## src/rtl/uart_rx_core.sv

```systemverilog
// uart_rx_core: 16x oversampling UART receiver, 8 data bits LSB first, with a
// first-word-fall-through RX FIFO behind a valid/ready read port.
// Optional feature macro: UART_RX_PARITY_EN. When it is defined, a parity bit sits
// between the data bits and the stop bit. When it is undefined, the frame is 8N1.

module uart_rx_core #(
    parameter int DIV_W      = 16,
    parameter int FIFO_DEPTH = 4
) (
    input  logic             clk_i,
    input  logic             rst_i,
    input  logic             enable_i,
    input  logic [DIV_W-1:0] div_i,
    input  logic             par_odd_i,
    input  logic             cio_rx_i,
    output logic [7:0]       rx_data_o,
    output logic             rx_valid_o,
    input  logic             rx_ready_i,
    output logic             frame_err_o,
    output logic             parity_err_o,
    output logic             overflow_o,
    output logic             busy_o
);

    localparam int AW = $clog2(FIFO_DEPTH);
    localparam int PW = AW + 1;
    localparam logic [PW-1:0]    DEPTH_P = PW'(FIFO_DEPTH);
    localparam logic [DIV_W-1:0] DIV_ONE = DIV_W'(1);

    // Majority of the three mid-bit samples.
    function automatic logic majority3(input logic a, input logic b, input logic c);
        return (a & b) | (a & c) | (b & c);
    endfunction

`ifdef UART_RX_PARITY_EN
    // Expected parity bit: even parity makes the total count of ones even.
    function automatic logic parity_bit(input logic [7:0] data, input logic odd);
        return (^data) ^ odd;
    endfunction

    typedef enum logic [2:0] {
        ST_IDLE   = 3'd0,
        ST_START  = 3'd1,
        ST_DATA   = 3'd2,
        ST_PARITY = 3'd3,
        ST_STOP   = 3'd4,
        ST_BREAK  = 3'd5
    } state_t;
`else
    typedef enum logic [2:0] {
        ST_IDLE   = 3'd0,
        ST_START  = 3'd1,
        ST_DATA   = 3'd2,
        ST_STOP   = 3'd4,
        ST_BREAK  = 3'd5
    } state_t;
`endif

    state_t           state_r;
    state_t           state_next_s;
    logic             rx_meta_r;
    logic             rx_sync_r;
    logic             rx_prev_r;
    logic [DIV_W-1:0] tick_cnt_r;
    logic [3:0]       samp_cnt_r;
    logic             samp7_r;
    logic             samp8_r;
    logic [2:0]       bit_cnt_r;
    logic [7:0]       shift_r;
    logic             fall_s;
    logic             start_s;
    logic             tick_s;
    logic             decide_s;
    logic             bit_s;
    logic             shift_en_s;
    logic             push_s;
    logic             frame_err_s;

`ifdef UART_RX_PARITY_EN
    logic             par_odd_r;
    logic             par_flag_r;
    logic             par_capture_s;
    logic             par_check_s;
    logic             parity_err_s;
`else
    logic             par_odd_unused_s;
    assign par_odd_unused_s = par_odd_i;
`endif

    logic [7:0]       mem_r [FIFO_DEPTH];
    logic [PW-1:0]    wr_ptr_r;
    logic [PW-1:0]    rd_ptr_r;
    logic [PW-1:0]    wr_ptr_next_s;
    logic [PW-1:0]    rd_ptr_next_s;
    logic             pop_s;
    logic             full_s;
    logic             push_ok_s;
    logic [7:0]       head_next_s;

    assign fall_s   = rx_prev_r & ~rx_sync_r;
    assign start_s  = enable_i & (state_r == ST_IDLE) & fall_s;
    assign tick_s   = (state_r != ST_IDLE) && (tick_cnt_r == {DIV_W{1'b0}});
    assign decide_s = tick_s && (samp_cnt_r == 4'd9);
    assign bit_s    = majority3(samp7_r, samp8_r, rx_sync_r);

    // Two-flop line synchronizer plus a delayed copy for 1->0 edge detection.
    always_ff @(posedge clk_i) begin
        if (rst_i) begin
            rx_meta_r <= 1'b1;
            rx_sync_r <= 1'b1;
            rx_prev_r <= 1'b1;
        end else begin
            rx_meta_r <= cio_rx_i;
            rx_sync_r <= rx_meta_r;
            rx_prev_r <= rx_sync_r;
        end
    end

    // Oversample divider: reloads from div_i at frame start and on every tick.
    always_ff @(posedge clk_i) begin
        if (rst_i) begin
            tick_cnt_r <= {DIV_W{1'b0}};
        end else if (start_s || tick_s) begin
            tick_cnt_r <= div_i;
        end else if (state_r != ST_IDLE) begin
            tick_cnt_r <= tick_cnt_r - DIV_ONE;
        end
    end

    // Position within the current bit (0..15, wraps into the next bit).
    always_ff @(posedge clk_i) begin
        if (rst_i) begin
            samp_cnt_r <= 4'd0;
        end else if (start_s) begin
            samp_cnt_r <= 4'd0;
        end else if (tick_s) begin
            samp_cnt_r <= samp_cnt_r + 4'd1;
        end
    end

    // Capture the first two of the three mid-bit samples; the third is live.
    always_ff @(posedge clk_i) begin
        if (rst_i) begin
            samp7_r <= 1'b1;
            samp8_r <= 1'b1;
        end else if (tick_s && (samp_cnt_r == 4'd7)) begin
            samp7_r <= rx_sync_r;
        end else if (tick_s && (samp_cnt_r == 4'd8)) begin
            samp8_r <= rx_sync_r;
        end
    end

    // Data shift register (LSB arrives first, so shift in at the MSB) and bit count.
    always_ff @(posedge clk_i) begin
        if (rst_i) begin
            bit_cnt_r <= 3'd0;
            shift_r   <= 8'd0;
        end else if (start_s) begin
            bit_cnt_r <= 3'd0;
        end else if (shift_en_s) begin
            bit_cnt_r <= bit_cnt_r + 3'd1;
            shift_r   <= {bit_s, shift_r[7:1]};
        end
    end

`ifdef UART_RX_PARITY_EN
    // Parity mode latched when data starts; mismatch flag held until the stop bit.
    always_ff @(posedge clk_i) begin
        if (rst_i) begin
            par_odd_r  <= 1'b0;
            par_flag_r <= 1'b0;
        end else if (start_s) begin
            par_flag_r <= 1'b0;
        end else begin
            if (par_capture_s) begin
                par_odd_r <= par_odd_i;
            end
            if (par_check_s) begin
                par_flag_r <= (bit_s != parity_bit(shift_r, par_odd_r));
            end
        end
    end
`endif

    // FSM state register.
    always_ff @(posedge clk_i) begin
        if (rst_i) begin
            state_r <= ST_IDLE;
        end else begin
            state_r <= state_next_s;
        end
    end

    // FSM next-state and per-cycle control strobes.
    always_comb begin
        state_next_s  = state_r;
        shift_en_s    = 1'b0;
        push_s        = 1'b0;
        frame_err_s   = 1'b0;
`ifdef UART_RX_PARITY_EN
        par_capture_s = 1'b0;
        par_check_s   = 1'b0;
        parity_err_s  = 1'b0;
`endif
        if (!enable_i) begin
            state_next_s = ST_IDLE;
        end else begin
            case (state_r)
                ST_IDLE: begin
                    if (fall_s) begin
                        state_next_s = ST_START;
                    end else begin
                        state_next_s = ST_IDLE;
                    end
                end
                ST_START: begin
                    if (decide_s && !bit_s) begin
                        state_next_s = ST_DATA;
`ifdef UART_RX_PARITY_EN
                        par_capture_s = 1'b1;
`endif
                    end else if (decide_s) begin
                        state_next_s = ST_IDLE;
                    end else begin
                        state_next_s = ST_START;
                    end
                end
                ST_DATA: begin
                    if (decide_s) begin
                        shift_en_s = 1'b1;
                        if (bit_cnt_r == 3'd7) begin
`ifdef UART_RX_PARITY_EN
                            state_next_s = ST_PARITY;
`else
                            state_next_s = ST_STOP;
`endif
                        end else begin
                            state_next_s = ST_DATA;
                        end
                    end else begin
                        state_next_s = ST_DATA;
                    end
                end
`ifdef UART_RX_PARITY_EN
                ST_PARITY: begin
                    if (decide_s) begin
                        par_check_s  = 1'b1;
                        state_next_s = ST_STOP;
                    end else begin
                        state_next_s = ST_PARITY;
                    end
                end
                ST_STOP: begin
                    if (decide_s && bit_s && !par_flag_r) begin
                        push_s       = 1'b1;
                        state_next_s = ST_IDLE;
                    end else if (decide_s && !bit_s) begin
                        frame_err_s  = 1'b1;
                        state_next_s = ST_BREAK;
                    end else if (decide_s) begin
                        parity_err_s = 1'b1;
                        state_next_s = ST_IDLE;
                    end else begin
                        state_next_s = ST_STOP;
                    end
                end
`else
                ST_STOP: begin
                    if (decide_s && bit_s) begin
                        push_s       = 1'b1;
                        state_next_s = ST_IDLE;
                    end else if (decide_s) begin
                        frame_err_s  = 1'b1;
                        state_next_s = ST_BREAK;
                    end else begin
                        state_next_s = ST_STOP;
                    end
                end
`endif
                ST_BREAK: begin
                    if (rx_sync_r) begin
                        state_next_s = ST_IDLE;
                    end else begin
                        state_next_s = ST_BREAK;
                    end
                end
                default: begin
                    state_next_s = ST_IDLE;
                end
            endcase
        end
    end

    assign pop_s         = rx_valid_o & rx_ready_i;
    assign full_s        = ((wr_ptr_r - rd_ptr_r) == DEPTH_P);
    assign push_ok_s     = push_s & (~full_s | pop_s);
    assign wr_ptr_next_s = wr_ptr_r + {{AW{1'b0}}, push_ok_s};
    assign rd_ptr_next_s = rd_ptr_r + {{AW{1'b0}}, pop_s};

    // Next head byte; a byte landing in an otherwise empty slot bypasses the array.
    always_comb begin
        head_next_s = mem_r[rd_ptr_next_s[AW-1:0]];
        if (push_ok_s && (wr_ptr_r[AW-1:0] == rd_ptr_next_s[AW-1:0])) begin
            head_next_s = shift_r;
        end else begin
            head_next_s = mem_r[rd_ptr_next_s[AW-1:0]];
        end
    end

    // FIFO storage, pointers and registered read port.
    always_ff @(posedge clk_i) begin
        if (rst_i) begin
            for (int i = 0; i < FIFO_DEPTH; i++) begin
                mem_r[i] <= 8'd0;
            end
            wr_ptr_r   <= {PW{1'b0}};
            rd_ptr_r   <= {PW{1'b0}};
            rx_data_o  <= 8'd0;
            rx_valid_o <= 1'b0;
        end else begin
            if (push_ok_s) begin
                mem_r[wr_ptr_r[AW-1:0]] <= shift_r;
            end
            wr_ptr_r   <= wr_ptr_next_s;
            rd_ptr_r   <= rd_ptr_next_s;
            rx_data_o  <= head_next_s;
            rx_valid_o <= (wr_ptr_next_s != rd_ptr_next_s);
        end
    end

    // Registered status outputs; busy_o mirrors the state register exactly.
    always_ff @(posedge clk_i) begin
        if (rst_i) begin
            frame_err_o  <= 1'b0;
            parity_err_o <= 1'b0;
            overflow_o   <= 1'b0;
            busy_o       <= 1'b0;
        end else begin
            frame_err_o  <= frame_err_s;
`ifdef UART_RX_PARITY_EN
            parity_err_o <= parity_err_s;
`else
            parity_err_o <= 1'b0;
`endif
            overflow_o   <= push_s & full_s & ~pop_s;
            busy_o       <= (state_next_s != ST_IDLE);
        end
    end

endmodule

```

## config.mk

```make
export PLATFORM = sky130hd
export DESIGN_NAME = uart_rx_core
export DESIGN_NICKNAME = d
export VERILOG_FILES = /design/src/rtl/uart_rx_core.sv
export SDC_FILE = /design/constraint.sdc
export NUM_CORES = 1
export LEC_CHECK = 0
export ABC_AREA = 1
export ABC_CLOCK_PERIOD_IN_PS = 2150
export CORE_ASPECT_RATIO = 0.75
export CORE_MARGIN = 10
export CORE_UTILIZATION = 45
export CTS_CLUSTER_SIZE = 10
export DETAILED_ROUTE_END_ITERATION = 16
export HOLD_SLACK_MARGIN = 0.1
export PLACE_DENSITY = 0.7
export SYNTH_ARGS = -nofsm -noshare
export SYNTH_HDL_FRONTEND = slang
export SYNTH_SLANG_ARGS = --single-unit
```

## constraint.sdc

```tcl
create_clock -name clk_i -period 2.15 [get_ports clk_i]
set_clock_uncertainty 0.1 [all_clocks]
set_input_delay 0.215 -clock clk_i [delete_from_list [all_inputs] [get_ports clk_i]]
set_output_delay 0.215 -clock clk_i [all_outputs]
set_load 0.01 [all_outputs]
```

==> results list, run 1 <==
* RSZ-0062 raised after global routing: true
- The area growth from synthesis to layout is 41.9%.
- For this run, the post-layout net count is 707.
- The count of cells in the finished layout, fillers not included, comes to 809.
- Hold timing on the final database bottoms out at a slack of 316 ps.
- The detailed router used layers up to and including met4.
- The worst setup path is launched from a flip-flop.
* Number of setup violations in the final report: 49
- Clock latency on the worst-skew pair, taken at its later pin, is 350 ps.
- In this run, CTS created clock tree buffers numbering 9.
* Area taken by multi-input logic gates: 2480 µm²
- For this configuration, the core starts out at a cell density of 46.6%.
- IO Pins: 35
* Pin count of the biggest net entering global routing: 21
- Kind of critical path: flip-flop to flip-flop
* Pwr/cell area: 606 nW/µm²
- I/O Buffers: 32
* Cell total after placement: 776
- The core region is 9740 µm².
- In the synthesized netlist, the number of instances is 557.
- Number of hold violations in the final report: 0
- Total number of H-tree levels: 3
* Share of the cycle needed by the critical path after routing: 109%
* Clock root buffer master: sky130_fd_sc_hd__clkbuf_16
- Clock-pin slew was measured on the worst setup and hold paths at 70 ps.
- The worst hold path belongs to the class flip-flop to flip-flop.
- Summing internal, switching and leakage power gives 3.90 mW.
- Number of nets produced by synthesis: 592
- Detailed routing placed a total of 5.90 mm of wire on met2.
- Row Count: 31
- Along the worst path, the maximum fanout reaches 8.
- A synthesized cell averages 8.14 µm².
* Final max-slew violation count: 0
* Number of global-route vias before repair: 3838
* Synthesis Warnings: 0
- The routed design could run at a clock period as short as 2350 ps.
- Proportion of layout cells with a drive suffix above 1: 34.4%
- At the worst endpoint, the arrival time is 2480 ps.
* Initial antenna violation count: 0
- Required @ worst endpoint: 2280 ps
* Layout filler cell count: 688
* Count of hold buffers inserted by post-cts repair: 0
- TritonCTS built the clock tree.
* Remaining antenna violation count: 0
* Max-cap violations: 0
- In the routed layout, each cell is associated on average with a via count of 5.18.
- Number of DRC markers after the initial detailed-route iteration: 518
- Summed over all layers, the global routing overflow is 0.
* Maximum ir drop on the vdd rail: 487 µV
* Wire length on met3: 1.09 mm
- Final setup slack of the worst path: -197 ps
* Wire length of the first global-routing pass: 19.2 mm
- The sequential cells in the finished layout cover a total of 2110 µm².
- Dividing the detail-routed wire length by the instance count gives 15.8 µm.
- Post-synthesis instance area: 4530 µm²
- Sum of net half-perimeters after detailed placement: 8.61 mm
* Die X: 136 µm
- The repair_antennas step left the layout with diodes totalling 0.
- After detailed routing, the number of remaining DRC violations is 0.
* Worst-case clock buffer depth: 2
- The run finished, with violations left.
- Sequential cells were found to cover 46.4% of the synthesized design area.
- Leakage power figure: 2.72 nW
* Violated checks: setup timing
* Via Count: 4192
- Post-synth cell types: 46
* Height of the chip: 107 µm
- Based on the critical path, the design can be clocked at up to 0.426 GHz.
- Final wirelength: 12.8 mm
- Final-layout setup total negative slack: -4230 ps
- Clock sink count: 89
- Gp weighted congestion: 0.895
- Endpoint kind of the worst setup timing path: flip-flop
* Flip-flop and latch count after synthesis: 89
* All-Layer GR Usage: 16.5%
- The die covers 14500 µm².
- The detailed router put a total of 5.69 mm of wire on met1.
- Number of detailed-route iterations in the first pass: 6
[sequential cells by signal, indices dropped and copies added (netlist names)]
register and cells:
rx_valid_o 1, bit_cnt_r 3, frame_err_o 1, rx_prev_r 1, samp7_r 1, wr_ptr_r 3
rx_meta_r 1, overflow_o 1, tick_cnt_r 16, rd_ptr_r 3, samp_cnt_r 4, samp8_r 1
rx_data_o 8, mem_r 32, busy_o 1, state_r 3, shift_r 8, rx_sync_r 1
[power by group]
group | internal [mW] | switching (mW)
sequential | 1.80 | 0.0313
clock | 0.809 | 0.652
combinational | 0.271 | 0.334
[final cells by class]
class | count | area share (%)
Multi-Input combinational cell | 369 | 38.6
Sequential cell | 89 | 32.7
Timing Repair Buffer | 119 | 16.7
Tap cell | 132 | 2.57
Clock buffer | 11 | 3.77
Clock inverter | 5 | 0.486
Inverter | 84 | 5.17
[critical path: stages, from the launching register on]
cell	delay [ps]
sky130_fd_sc_hd__dfxtp_2	320
sky130_fd_sc_hd__inv_2	70
sky130_fd_sc_hd__ha_4	140
sky130_fd_sc_hd__inv_4	40
sky130_fd_sc_hd__nor2_4	130
sky130_fd_sc_hd__buf_6	120
sky130_fd_sc_hd__nand2_4	40
sky130_fd_sc_hd__nor2_4	70
sky130_fd_sc_hd__nand4_1	120
sky130_fd_sc_hd__nor2_1	150
sky130_fd_sc_hd__nand4_1	180
sky130_fd_sc_hd__nand2_2	170
sky130_fd_sc_hd__inv_2	70
sky130_fd_sc_hd__nor2_4	120
sky130_fd_sc_hd__buf_12	150
sky130_fd_sc_hd__nand3_2	60
sky130_fd_sc_hd__nand2_1	100
sky130_fd_sc_hd__nor2_2	60
[per-stage QoR]
step	util [%]	instance area [µm²]	setup slack [ps]
3_3_place_gp	56.7	5520	-180
6_report	66.1	6430	-197
4_1_cts	62.0	6040	-184
5_1_grt	66.1	6430	-273
2_1_floorplan	-	4540	-160
3_5_place_dp	56.7	5520	-349
[routing by layer]
metal,vias up,track usage (%)
met5,-,0
met4,0,3.87
met3,17,4.80
met2,173,24.3
met1,1948,23.1
li1,2054,-
[cells in the mapped netlist (all sizes together)]
| cell type | number | share of area, % |
|---|---|---|
| o311ai | 1 | 0.19 |
| nor4 | 1 | 0.14 |
| buf | 9 | 1.1 |
| xor2 | 6 | 1.2 |
| a22oi | 1 | 0.17 |
| o211ai | 7 | 1.2 |
| dfxtp | 57 | 25 |
| conb | 1 | 0.083 |
| nor3b | 1 | 0.17 |
| nand3 | 26 | 3.4 |
| a21oi | 26 | 2.9 |
| clkbuf | 6 | 0.72 |
| inv | 83 | 6.9 |
| clkinv | 1 | 0.083 |
| o21a | 1 | 0.17 |
| a31o | 1 | 0.19 |
| a31oi | 2 | 0.28 |
| nand3b | 2 | 0.33 |
| o221ai | 4 | 0.77 |
| a221oi | 1 | 0.19 |
| nor3 | 7 | 0.88 |
| nand4 | 11 | 2.0 |
| ha | 13 | 3.6 |
| nand2 | 87 | 8.0 |
| edfxtp | 32 | 21 |
| o21ai | 46 | 5.2 |
| nor2 | 108 | 12 |
| o41ai | 1 | 0.19 |
| or2 | 2 | 0.28 |
| o22ai | 8 | 1.1 |
| xnor2 | 5 | 0.97 |
[path summary, 6_finish.rpt]
path / from / slack, ps / cells past startpoint / to
setup reg to reg: tick_cnt_r[0]$_SDFFE_PP0P_ / -200 / 17 / rx_data_o[3]$_SDFF_PP0_
setup / recovery: tick_cnt_r[0]$_SDFFE_PP0P_ / -200 / 17 / rx_data_o[3]$_SDFF_PP0_
hold / removal: rx_meta_r$_SDFF_PP1_ / 320 / 1 / rx_sync_r$_SDFF_PP1_
hold reg to reg: rx_meta_r$_SDFF_PP1_ / 320 / 1 / rx_sync_r$_SDFF_PP1_
[layout by cell type (no fill, tap or decap), drive strengths merged]
| cell | synthesis | final |
|---|---|---|
| a221oi | 1 | 1 |
| clkinv | 1 | 3 |
| inv | 83 | 84 |
| nor4 | 1 | 1 |
| ha | 13 | 13 |
| nand3b | 2 | 2 |
| a31o | 1 | 1 |
| nor3b | 1 | 1 |
| nand4 | 11 | 11 |
| clkdlybuf4s50 | 0 | 32 |
| buf | 9 | 86 |
| nand2 | 87 | 87 |
| o22ai | 8 | 8 |
| nor2 | 108 | 108 |
| clkbuf | 6 | 12 |
| o21a | 1 | 1 |
| or2 | 2 | 2 |
| nand3 | 26 | 26 |
| a31oi | 2 | 2 |
| conb | 1 | 1 |
| xor2 | 6 | 6 |
| xnor2 | 5 | 5 |
| edfxtp | 32 | 32 |
| a22oi | 1 | 1 |
| o41ai | 1 | 1 |
| o211ai | 7 | 7 |
| dfxtp | 57 | 57 |
| o311ai | 1 | 1 |
| clkinvlp | 0 | 2 |
| o221ai | 4 | 4 |
| nor3 | 7 | 7 |
| a21oi | 26 | 26 |
| o21ai | 46 | 46 |
[kinds of logic (layout without fill, tap and decap cells)]
| family | after synthesis | count (layout) | share of synthesized area (%) |
|---|---|---|---|
| and+or+nand+nor | 245 | 245 | 26.7 |
| other | 1 | 1 | 0.0827 |
| buffers and inverters | 99 | 219 | 8.75 |
| adders and majority gates | 13 | 13 | 3.59 |
| DFF | 89 | 89 | 46.4 |
| AOI/OAI and AO/OA | 99 | 99 | 12.4 |
| xor gates and xnor gates | 11 | 11 | 2.12 |
[repair_timing]
action / 4_1_cts / 5_1_grt
pin swaps: 32 / 23
cloned: 0 / 1
gates resized for setup: 43 / 93
endpoints found under the setup margin: 74 / 102
buffers inserted: 19 / 9
Power figures use the tool's default switching activity.
==> run 2, diff against run 1 <==
Settings changed: GPL_TIMING_DRIVEN set to 0.
==> results list, run 2 (synthesis results as in run 1) <==
- Pin placement for this block handled 35 I/O pins.
- The clock passes through at most 2 buffers.
- Clock tree from TritonCTS: done
- Switch share: 26.7%
- In this run the worst setup path begins at rx_sync_r$_SDFF_PP1_.
- The via count of the first global-routing pass was 3751.
- Sum of net half-perimeters after detailed placement: 8.41 mm
- Leakage power figure: 2.42 nW
- Switching Power: 1.02 mW
- Along the worst path, the maximum fanout reaches 5.
- Part of the total power dissipated in the clock network: 38.1%
* Die X: 136 µm
* Layout filler cell count: 815
* Category of cells accounting for the largest share of critical-path delay: compound AO/OA/AOI/OAI gates
- Buffers inserted during clock tree synthesis total 9.
* Endpoint of the worst setup timing path: rx_valid_o$_SDFF_PP0_
* Worst Hold Slack: 311 ps
* Power share of the combinational group: 13.6%
* Most common library cell in the layout ignoring fill and taps: sky130_fd_sc_hd__inv_1
- Area Overhead vs Synth: 31.2%
- Among all stages on the critical path, the largest delay is contributed by sky130_fd_sc_hd__dfxtp_1.
- Counting both buffers and inverters, the worst setup path holds a total of 1.
* CORE AREA: 9740 µm²
* Initial antenna violation count: 0
- VDD sags by at most 339 µV.
- After the flow finishes, the layout carries non-filler instances totaling 768.
- Final net count: 666
* Remaining DRCs: 0
* Final setup slack of the worst path: -216 ps
- Cell internal pwr: 2.79 mW
- After detailed routing, the total wire length is 11.9 mm.
- Endpoint kind of the worst setup timing path: flip-flop
- The cell that appears most often on the critical path is sky130_fd_sc_hd__nand2_1.
- Tightest Hold Check Type: flip-flop to flip-flop
- Leaving out fill and tap cells, the most frequent cells in the layout are sky130_fd_sc_hd__inv_1 (67), sky130_fd_sc_hd__nand2_1 (65), sky130_fd_sc_hd__nor2_1 (65).
- Cells with a size suffix above 1 make up 25.9% of the layout.
* Clk_lat worst skew: 350 ps
* Reg2Reg Depth: 11
- Leading registers by flop count: mem_r x32, tick_cnt_r x16
* Utilization after layout: 61.1%
- The H-tree was split into 3 levels.
- The checks that failed: setup timing.
- Clock sink count: 89
- Setup repair after global routing could not meet its margin everywhere.
* Footprint of the flip-flops and latches: 2110 µm²
- From bottom edge to top edge, the die measures 107 µm.
- Kind of critical path: flip-flop to flip-flop
* Remaining antenna violation count: 0
* Maximum clock rate: 0.423 GHz
- In this run, placement finished with an instance count of 721.
* Final max-slew violation count: 0
- Wire length of the first global-routing pass: 18.3 mm
- Total power for the finished layout comes to 3.81 mW.
- At the worst endpoint, the required time is 2290 ps.
- For the pin with the worst max-slew slack, the measured transition is 1140 ps.
- Gp weighted congestion: 0.934
- In this run, the number of DRC markers left after iteration 0 of detailed routing was 402.
- Pre-CTS WS: -492 ps
* Number of flip-flops under the largest register name: 32
- Register ranked first by flip-flop count: mem_r
- Max-cap violations: 0
- Via Count: 3969
- Result of the run: finished, violations left
- Global routing finished with a remaining overflow of 0.
- Clock transition at the registers of the reported paths: 60 ps
* Cell-by-cell trace of the critical path: nand2_1, nand2_1, o21ai_1, nor2_2, nand4_4, a21oi_2, ha_2, ha_4, xor2_2, o41ai_2, inv_1
- All-Layer GR Usage: 15.8%
- The startpoint identified for the worst register-to-register timing path is rx_sync_r$_SDFF_PP1_.
- In this run the number of cells on the critical path is 11.
- Highest cell delay on the worst timing path: 370 ps
- CTS placed an instance of sky130_fd_sc_hd__clkbuf_16 at the clock tree root.
- Fin crit period: 2370 ps
* Data arrival time of the critical path: 2500 ps
- The number of antenna diodes in the final layout is 0.
* Number of detailed-route iterations in the first pass: 5
* Pin count of the biggest net entering global routing: 16
* Number of hold violations in the final report: 0
* Share of the cycle needed by the critical path after routing: 110%
* Max-slew headroom at the worst pin: 24.1%
* Count of hold buffers inserted by post-cts repair: 0
- Area taken by multi-input logic gates: 2400 µm²
* WL per Instance: 15.4 µm
- In this run, flip-flops and latches consume 48.3% of the power.
- The endpoint identified for the worst register-to-register timing path is rx_valid_o$_SDFF_PP0_.
* CP Launch Type: flip-flop
- The initial utilization of the core area, before any placement, comes to 46.6%.
- Pwr/cell area: 640 nW/µm²
- In this run the register-to-register setup slack is -220 ps.
- Port buffering added 32 buffers.
- Vias per cell: 5.17
- Number of setup violations in the final report: 61
- Total die area: 14500 µm²
- The floorplan has 31 rows.
## run 2: cell types whose count changed in the layout (fill, tap and decap cells not counted), moves of 4 or more
| cell | before | now |
|---|---|---|
| sky130_fd_sc_hd__buf_12 | 4 | 0 |
| sky130_fd_sc_hd__buf_2 | 0 | 5 |
| sky130_fd_sc_hd__buf_4 | 74 | 25 |
| sky130_fd_sc_hd__clkbuf_1 | 1 | 5 |
| sky130_fd_sc_hd__nand2_1 | 57 | 65 |
| sky130_fd_sc_hd__nand2_2 | 20 | 11 |
| sky130_fd_sc_hd__nand3_1 | 13 | 20 |
| sky130_fd_sc_hd__nand3_4 | 5 | 1 |
| sky130_fd_sc_hd__nor2_1 | 56 | 65 |
| sky130_fd_sc_hd__nor2_2 | 26 | 16 |
## run 2: per-stage QoR
| stage | setup TNS [ps] | instance area, µm² |
|---|---|---|
| final | -5470 | 5950 |
| after CTS | -2300 | 5550 |
| after global placement | -16380 | 5030 |
| after detailed placement | -20400 | 5030 |
| after global routing | -11910 | 5950 |
| after floorplan | -160 | 4540 |
## run 2: worst reg2reg max path, stage by stage, from the launching register on
cell	delay (ps)
sky130_fd_sc_hd__dfxtp_1	370
sky130_fd_sc_hd__nand2_1	70
sky130_fd_sc_hd__nand2_1	60
sky130_fd_sc_hd__o21ai_1	190
sky130_fd_sc_hd__nor2_2	210
sky130_fd_sc_hd__nand4_4	140
sky130_fd_sc_hd__a21oi_2	140
sky130_fd_sc_hd__ha_2	200
sky130_fd_sc_hd__ha_4	210
sky130_fd_sc_hd__xor2_2	140
sky130_fd_sc_hd__o41ai_2	350
sky130_fd_sc_hd__inv_1	60
## run 2: worst min-delay path by stage
| stage | from | to | cells after the start |
|---|---|---|---|
| after floorplan | cio_rx_i | rx_meta_r$_SDFF_PP1_ | 1 |
| after global placement | rx_meta_r$_SDFF_PP1_ | rx_sync_r$_SDFF_PP1_ | 1 |
| after detailed placement | rx_meta_r$_SDFF_PP1_ | rx_sync_r$_SDFF_PP1_ | 1 |
| after CTS | rx_meta_r$_SDFF_PP1_ | rx_sync_r$_SDFF_PP1_ | 1 |
| after global routing | cio_rx_i | rx_meta_r$_SDFF_PP1_ | 2 |
| final | rx_meta_r$_SDFF_PP1_ | rx_sync_r$_SDFF_PP1_ | 1 |
## run 2: metal layers
layer  share of wire [%]  vias up  wire length, µm  GRT usage (%)
li1                    -     1986                -              -
met1                  47     1832             5630           21.9
met2                  43      132             5150           22.7
met3                 7.8       19              920           5.04
met4                 1.3        0              155           4.70
met5                   0        -                0              0
## run 2: what timing repair did
item | 4_1_cts | 5_1_grt
pin swaps | 8 | 20
buffers inserted | 12 | 19
resized for setup | 41 | 67
setup endpoints to repair | 76 | 93
## run 2: power groups by stage
stage          Combinational, mW  Sequential [mW]  Clock [mW]
3_3_place_gp               0.431             1.87           0
6_report                   0.517             1.84        1.45
5_1_grt                    0.569             1.84        1.55
4_1_cts                    0.484             1.84        1.46
2_1_floorplan              0.298             1.87           0
3_5_place_dp               0.439             1.87           0
## run 2: area by class of cell
type | instances | share of cell area (%)
Multi-Input combinational cell | 369 | 40.3
Timing Repair Buffer | 63 | 9.80
Clock inverter | 7 | 0.778
Buffer | 15 | 1.41
Inverter | 84 | 5.61
Sequential cell | 89 | 35.5
Clock buffer | 9 | 3.78
Tap cell | 132 | 2.78
